`src/rtl/reset_sequencer.sv`:
```
// Power-on reset sequencer: qualifies PLL lock, then releases NUM_STAGES active-low
// reset domains in ascending order, each after a 2^STRETCH_BITS cycle stretch.
module reset_sequencer #(
  parameter int NUM_STAGES       = 3,
  parameter int STRETCH_BITS     = 8,
  parameter int NUM_LOCKS        = 1,
  parameter int LOCK_FILTER_BITS = 4
) (
  input  logic                  CLK,
  input  logic                  reset,
  input  logic                  resetn_in,
  input  logic [NUM_LOCKS-1:0]  pll_locked,
  input  logic                  halt,
  output logic [NUM_STAGES-1:0] stage_resetn,
  output logic                  all_ready,
  output logic                  fault,
  output logic [7:0]            lock_loss_count
);

  localparam int IDX_W = (NUM_STAGES > 1) ? $clog2(NUM_STAGES) : 1;
  localparam logic [LOCK_FILTER_BITS-1:0] FILT_MAX = '1;
  localparam logic [IDX_W-1:0]            LAST_IDX = IDX_W'(NUM_STAGES - 1);

  // HOLD: external request held | WAIT_LOCK: lock qualify | STRETCH: staged release | RUN: all released
  typedef enum logic [1:0] {HOLD, WAIT_LOCK, STRETCH, RUN} state_e;

  state_e                      state_q, state_d;
  logic [LOCK_FILTER_BITS-1:0] filt_q, filt_d;
  logic                        locks_ok_q, locks_ok_d;
  logic [STRETCH_BITS-1:0]     cnt_q, cnt_d;
  logic [IDX_W-1:0]            idx_q, idx_d;
  logic [NUM_STAGES-1:0]       stage_q, stage_d;
  logic                        ready_q, ready_d;
  logic                        fault_q, fault_d;
  logic [7:0]                  count_q, count_d;
  logic                        lock_ok;
  logic                        lost;

  always_comb begin
    lock_ok    = &pll_locked;
    filt_d     = '0;
    if (lock_ok) begin
      filt_d = (filt_q == FILT_MAX) ? FILT_MAX : filt_q + 1'b1;
    end
    // Qualified on the sample that finds the counter already saturated.
    locks_ok_d = lock_ok && (filt_q == FILT_MAX);
  end

  always_comb begin
    state_d = state_q;
    stage_d = stage_q;
    ready_d = ready_q;
    fault_d = fault_q;
    count_d = count_q;
    idx_d   = idx_q;
    cnt_d   = cnt_q;
    lost    = !lock_ok && ((state_q == STRETCH) || (state_q == RUN));

    if (!resetn_in) begin
      state_d = HOLD;
      stage_d = '0;
      ready_d = 1'b0;
      fault_d = 1'b0;
      idx_d   = '0;
      cnt_d   = '0;
    end else if (lost) begin
      state_d = WAIT_LOCK;
      stage_d = '0;
      ready_d = 1'b0;
      fault_d = 1'b1;
      idx_d   = '0;
      cnt_d   = '0;
      if (count_q != 8'hFF) begin
        count_d = count_q + 8'd1;
      end
    end else begin
      case (state_q)
        HOLD: begin
          stage_d = '0;
          ready_d = 1'b0;
          fault_d = 1'b0;
          state_d = WAIT_LOCK;
        end
        WAIT_LOCK: begin
          if (locks_ok_q) begin
            state_d = STRETCH;
            idx_d   = '0;
            cnt_d   = '0;
          end
        end
        STRETCH: begin
          if (!halt) begin
            cnt_d = cnt_q + 1'b1;
            if (&cnt_q) begin
              cnt_d = '0;
              for (int k = 0; k < NUM_STAGES; k++) begin
                if (idx_q == IDX_W'(k)) begin
                  stage_d[k] = 1'b1;
                end
              end
              if (idx_q == LAST_IDX) begin
                ready_d = 1'b1;
                state_d = RUN;
                idx_d   = '0;
              end else begin
                idx_d = idx_q + 1'b1;
              end
            end
          end
        end
        RUN: begin
          stage_d = '1;
          ready_d = 1'b1;
        end
        default: state_d = HOLD;
      endcase
    end
  end

  always_ff @(posedge CLK or posedge reset) begin
    if (reset) begin
      state_q    <= HOLD;
      filt_q     <= '0;
      locks_ok_q <= 1'b0;
      cnt_q      <= '0;
      idx_q      <= '0;
      stage_q    <= '0;
      ready_q    <= 1'b0;
      fault_q    <= 1'b0;
      count_q    <= '0;
    end else begin
      state_q    <= state_d;
      filt_q     <= filt_d;
      locks_ok_q <= locks_ok_d;
      cnt_q      <= cnt_d;
      idx_q      <= idx_d;
      stage_q    <= stage_d;
      ready_q    <= ready_d;
      fault_q    <= fault_d;
      count_q    <= count_d;
    end
  end

  assign stage_resetn    = stage_q;
  assign all_ready       = ready_q;
  assign fault           = fault_q;
  assign lock_loss_count = count_q;

endmodule

```
`config.mk`:
```
export PLATFORM = sky130hd
export DESIGN_NAME = reset_sequencer
export DESIGN_NICKNAME = d
export VERILOG_FILES = /design/src/rtl/reset_sequencer.sv
export SDC_FILE = /design/constraint.sdc
export NUM_CORES = 1
export LEC_CHECK = 0
export BUFFER_PORTS_ARGS = -buffer_cell sky130_fd_sc_hd__clkbuf_2
export CAP_MARGIN = 25
export CORE_UTILIZATION = 61
export CTS_BUF_LIST = sky130_fd_sc_hd__clkbuf_16
export DETAILED_ROUTE_END_ITERATION = 16
export PLACE_DENSITY = 0.88
export SYNTH_ARGS = -nofsm -noshare
export SYNTH_HDL_FRONTEND = slang
export SYNTH_SLANG_ARGS = --single-unit
export TNS_END_PERCENT = 5
```
`constraint.sdc`:
```
create_clock -name CLK -period 2.8 [get_ports CLK]
set_input_delay 0.28 -clock CLK [delete_from_list [all_inputs] [get_ports CLK]]
set_output_delay 0.28 -clock CLK [all_outputs]
set_load 0.01 [all_outputs]
```
* Yosys cells after proc, flatten, opt, wreduce, memory -nomap -nowiden *
Cells that the tools add are included.

cells by class
  add/sub/neg operators = 4
  multipliers = 0
  div/mod/pow operators = 0
  magnitude comparators = 0
  equal/unequal tests = 17
  shift-type cells = 0
  mux-type cells = 38
  bitwise operators = 0
  reduce and logical (&&, ||, !) cells = 14

operators with widths
  kind                   count
  $mux W8                5
  $mux W2                12
  $add A8 B1 Y8 const B  2
  $ne A4 B3 Y1 const B   4
  $pmux W8 S2            1
  $reduce_and A4 Y1      4
  $mux W3                4
  $mux W1                10
  $ne A5 B1 Y1 const B   2
  $pmux W3 S3            1
  $mux W4                2
  $ne A4 B4 Y1 const B   2
  $ne A8 B8 Y1 const B   1
  $reduce_and A8 Y1      1
  $eq A2 B2 Y1 const B   3
  $pmux W2 S3            1
  $reduce_and A3 Y1      2
  $reduce_and A5 Y1      1
  $add A4 B1 Y4 const B  1
  $eq A2 B1 Y1 const B   2
  $eq A4 B4 Y1 const B   1
  $logic_not A2 Y1       2
  $ne A4 B1 Y1 const B   1
  $pmux W2 S2            1
  6 further kinds        7

storage, ports and cells
  flip-flop bits (word level) = 30
  bits in latches = 0
  bits in writable memories = 0
  memory bits (read-only) = 0
  input port bits = 5
  output and inout port bits = 13
  logic and storage cells = 84
  memories = 0

* Longest topological paths before layout *
  depth after elaboration = 7
  mapped depth = 6
  gate-level depth less buffers = 6

* Least setup slack after synthesis *
OpenSTA, ideal clock, no wires.

  path type = reg-to-reg
  start = register state_q[1]
  end = register cnt_q[7]
  setup time = 0.078 ns
  arrival = 1.596 ns
  required time = 2.722 ns
  setup slack = 1.126 ns
  cell stages (with the launch flop) = 7
  path buffers = 0
  clock period less this slack = 1.674 ns
  cell sequence = dfrtp_1 -> inv_1 -> ha_1 -> nand2b_1 -> a311oi_2 -> or4_1 -> a21oi_1

on the way
  word-level cells in the longest chain between the ends = 5

ends and longest elaborated chain
  item                                                                  line    text
  from (decl)                                                           27      state_e state_q, state_d;
  from (signal assigned)                                                132     state_q <= state_d;
  $eq A2 B2 Y1, on equally long branches                                57, 77
  $logic_or A1 B1 Y1                                                    57      lost = !lock_ok && ((state_q == STRETCH) || (state_q == RUN));
  $logic_and A1 B1 Y1                                                   57
  $ne A4 B1 Y1 (no source line), or another cell as far along           -
  $reduce_and A3 Y1 (no source line) / $mux W8 (equally long branches)  -
  to (signal assigned)                                                  135     cnt_q <= cnt_d;
  to (decl)                                                             30      logic [STRETCH_BITS-1:0] cnt_q, cnt_d;

Parallel ways exist; a longest one is shown, timed or not.
A chain may end at the register's enable or synchronous reset.

* Final worst setup path *
  start = register state_q[0]
  end = register cnt_q[4]

Same word-level chain as after synthesis.

==> summary.md <==
| Metric | Value |
|---|---|
| First-iteration detailed-routing DRC count | 66 |
| Post-Syn Area | 1580 um2 |
| CTS tree | built |
| Area growth syn-to-layout | 18.1% |
| Worst-margin pin slew | 496 ps |
| VDD IR max | 0.731 mV |
| Synth Instances | 159 |
| Most common cell in the netlist | dfrtp_1 |
| CP bufs+invs | 1 |
| CP cell instances | inv_1 > ha_1 > nand2_1 > a311oi_2 > o21ai_0 > a21oi_1 |
| Sum of negative setup slack | 0 ps |
| Post-synth EDFFs | 0 |
| Die Area | 2800 um2 |
| CTS resizes | 0 |
| Largest net degree at the start of global routing | 24 |
| RePlAce Congestion | 0.846 |
| Critical Path RT | 2980 ps |
| Total of max-cap violations | 0 |
| Synth Flop Type | dfrtp_1 |
| WL/cell | 16.7 um |
| Seq/Total Area, Yosys | 45.8% |
| Clock buffer count from CTS | 5 |
| WS Path Type | reg -> reg |
| Critical path arrival | 2250 ps |
| Final Hold Viols | 0 |
| Slack of the critical path | 739 ps |
| Dominant cells by area after synthesis | dfrtp_1 (46%), ha_1 (5.5%), a21oi_1 (3.8%), nand2_1 (3.8%), nand3_1 (3.2%) |
| Worst hold-check path type | in -> reg |
| Dpl cells | 205 |
| Register bit total from synthesis | 29 |
| Critical Path Max Stage Delay | 500 ps |
| TritonRoute pass-1 iters | 4 |
| Fin cells | 214 |
| Adder and majority gate portion of the synthesized area | 5.53% |
| Core footprint | 2450 um2 |
| # DRC | 0 |
| Top cells by count, synth | dfrtp_1 (29), nand2_1 (16), a21oi_1 (12), nand3_1 (10), o21ai_0 (10) |
| Pwr Density | 793 nW/um2 |
| Post-route cell area | 1870 um2 |
| Compound-gate portion of the synthesized area | 18.5% |
| Min cycle time layout | 2060 ps |
| Ys async rst share | 100% |
| Period utilization | 73.6% |
| Largest family of logic cells by synthesized area | simple AND/OR/NAND/NOR gates |
| Vias in the first global route | 1345 |
| Crit-path leading delay family | compound AO/OA/AOI/OAI gates |
| Pwr Total | 0.00148 W |
| CP max stage cell | a311oi_2 |
| Cell Area, Placed | 1720 um2 |
| Crit. End Element | register |
| Synth area leader | dfrtp_1 |
| Clk pin slew, worst setup/hold paths | 50 ps |
| Post-synthesis mux area share | 2.13% |
| Slew Limit Fails | 0 |
| Fmax | 0.485 GHz |
| DR vias | 1370 |
| GRT Util Overall | 30.9% |
| Post-DP HPWL | 2410 um |
| Initial antenna violation count | 0 |
| CTS H-Tree Depth | 2 |
| Final clock skew | 4.50 ps |
| Outcome | finished, final reports clean |
| Synth Warn # | 0 |
| Finish-stage setup viols | 0 |
| XOR/XNOR share of the synthesized area | 3.87% |
| Clock root buffer | clkbuf_16 |
| Leak | 0.867 nW |
| Row cnt | 18 |
| Post-synth cell types | 42 |
| RSZ-0062 raised after global routing | no |
| Initial core utilization | 64.5% |
| Syn avg cell area | 9.96 um2 |
| Worst Path Max Fanout | 12 |
| Postcts setup bufs | 0 |
| Fraction of layout cells with a size suffix above 1 | 17.9% |
| GRT Residual Overflow | 0 |
| Slew HR | 66.8% |
| I/O Pins | 18 |
| Synthesized net count | 171 |
| Area share of the largest cell type after synthesis | 45.8% |
| Antenna Nets Post-Route | 0 |
| Drt total wl | 3570 um |
| CTS Sinks | 29 |
| Worst Setup Start Kind | register |
| First-pass GRT wire length | 6110 um |
| Net count, final | 195 |
| PortBufs | 17 |
| Die width | 53.0 um |
| Clock Latency Late Sink | 270 ps |
| Vias/cell | 6.40 |
| Simple-gate share of the synthesized area | 21.6% |
| Clock buffer depth | 2 |
| Die H | 53.0 um |
| Ant diodes | 0 |
| Post-CTS Hold Fix Bufs | 1 |
| Pre-CTS setup slack | 842 ps |
==> state kept, by name, indices dropped and copies added (netlist names) <==
register and count:
stage_resetn 2, fault 1, idx_q 2, state_q 2, filt_q 4, lock_loss_count 8, cnt_q 8, locks_ok_q 1
all_ready 1
==> through the flow <==
| step | hold slack, ps | utilization (%) |
|---|---|---|
| after CTS | 310 | 76.2 |
| after floorplan | 358 | - |
| after global placement | 473 | 69.1 |
| after detailed placement | 243 | 70.2 |
| after global routing | 341 | 76.2 |
| final | 317 | 76.2 |
==> cell families after synthesis <==
kind of cell               Yosys count
buffers and inverters               10
muxes                                3
adders and majority gates            7
DFF                                 29
AOI/OAI and AO/OA                   43
and+or+nand+nor                     60
xor gates and xnor gates             7
==> layer usage <==
metal / track usage [%] / part of all wire [%] / routed length, um / up-vias
li1: - / - / - / 643
met1: 36.1 / 43 / 1520 / 675
met2: 54.4 / 51 / 1830 / 43
met3: 6.61 / 4.3 / 153 / 9
met4: 12.3 / 1.7 / 61 / 0
met5: 0 / 0 / 0 / -
==> final timing paths <==
kind	start	to	slack [ps]	cells after the start
worst max register to register	state_q[0]	cnt_q[4]	740	6
worst max-delay path	state_q[0]	cnt_q[4]	740	6
min in group asynchronous	reset	cnt_q[5]	500	3
worst min register to register	filt_q[0]	filt_q[0]	500	1
max in group asynchronous	reset	lock_loss_count[1]	1860	4
worst min-delay path	resetn_in	state_q[0]	320	2
==> layout by cell type (no fill, tap or decap), types with 2 or more instances in the layout <==
master and instances:
and3_1 3, nand4_1 3, a32o_1 2, o21ai_0 10
dfrtp_1 29, inv_1 8, clkbuf_16 5, nand2_1 16
ha_1 7, or4_1 2, o31ai_1 4, xnor2_1 3
mux2_2 3, clkbuf_2 17, nand2b_1 6, xor2_1 4
o211ai_1 2, nand3_1 10, nand4b_1 2, clkinv_1 2
and2b_1 2, nor3_1 3, o21a_1 2, a21oi_1 12
o41ai_1 2, nor2_1 5
==> cell type report <==
type / count / area (um2)
timing repair buffer: 19 / 123
fill: 149 / 584
clock buffer: 5 / 125
sequential: 29 / 726
clock inverter: 3 / 12.5
multi-input combinational: 120 / 817
inverter: 8 / 30.0
tap: 30 / 37.5
==> worst register-to-register path, delay by kind of cell, from the launching register on <==
family | cells | cell delay, ps
compound gates | 3 | 850
buf+inv | 1 | 120
simple gates | 1 | 200
fa+ha+maj | 1 | 400
flops | 1 | 400
==> power breakdown <==
part | internal (W) | switching (W) | total, W | leakage, nW
Sequential | 0.000465 | 0.0000511 | 0.000516 | 0.397
Combinational | 0.000176 | 0.000298 | 0.000474 | 0.401
Clock | 0.000320 | 0.000174 | 0.000494 | 0.0687
Total | 0.000960 | 0.000523 | 0.00148 | 0.867
No activity file was read; power rests on OpenSTA's default activity.
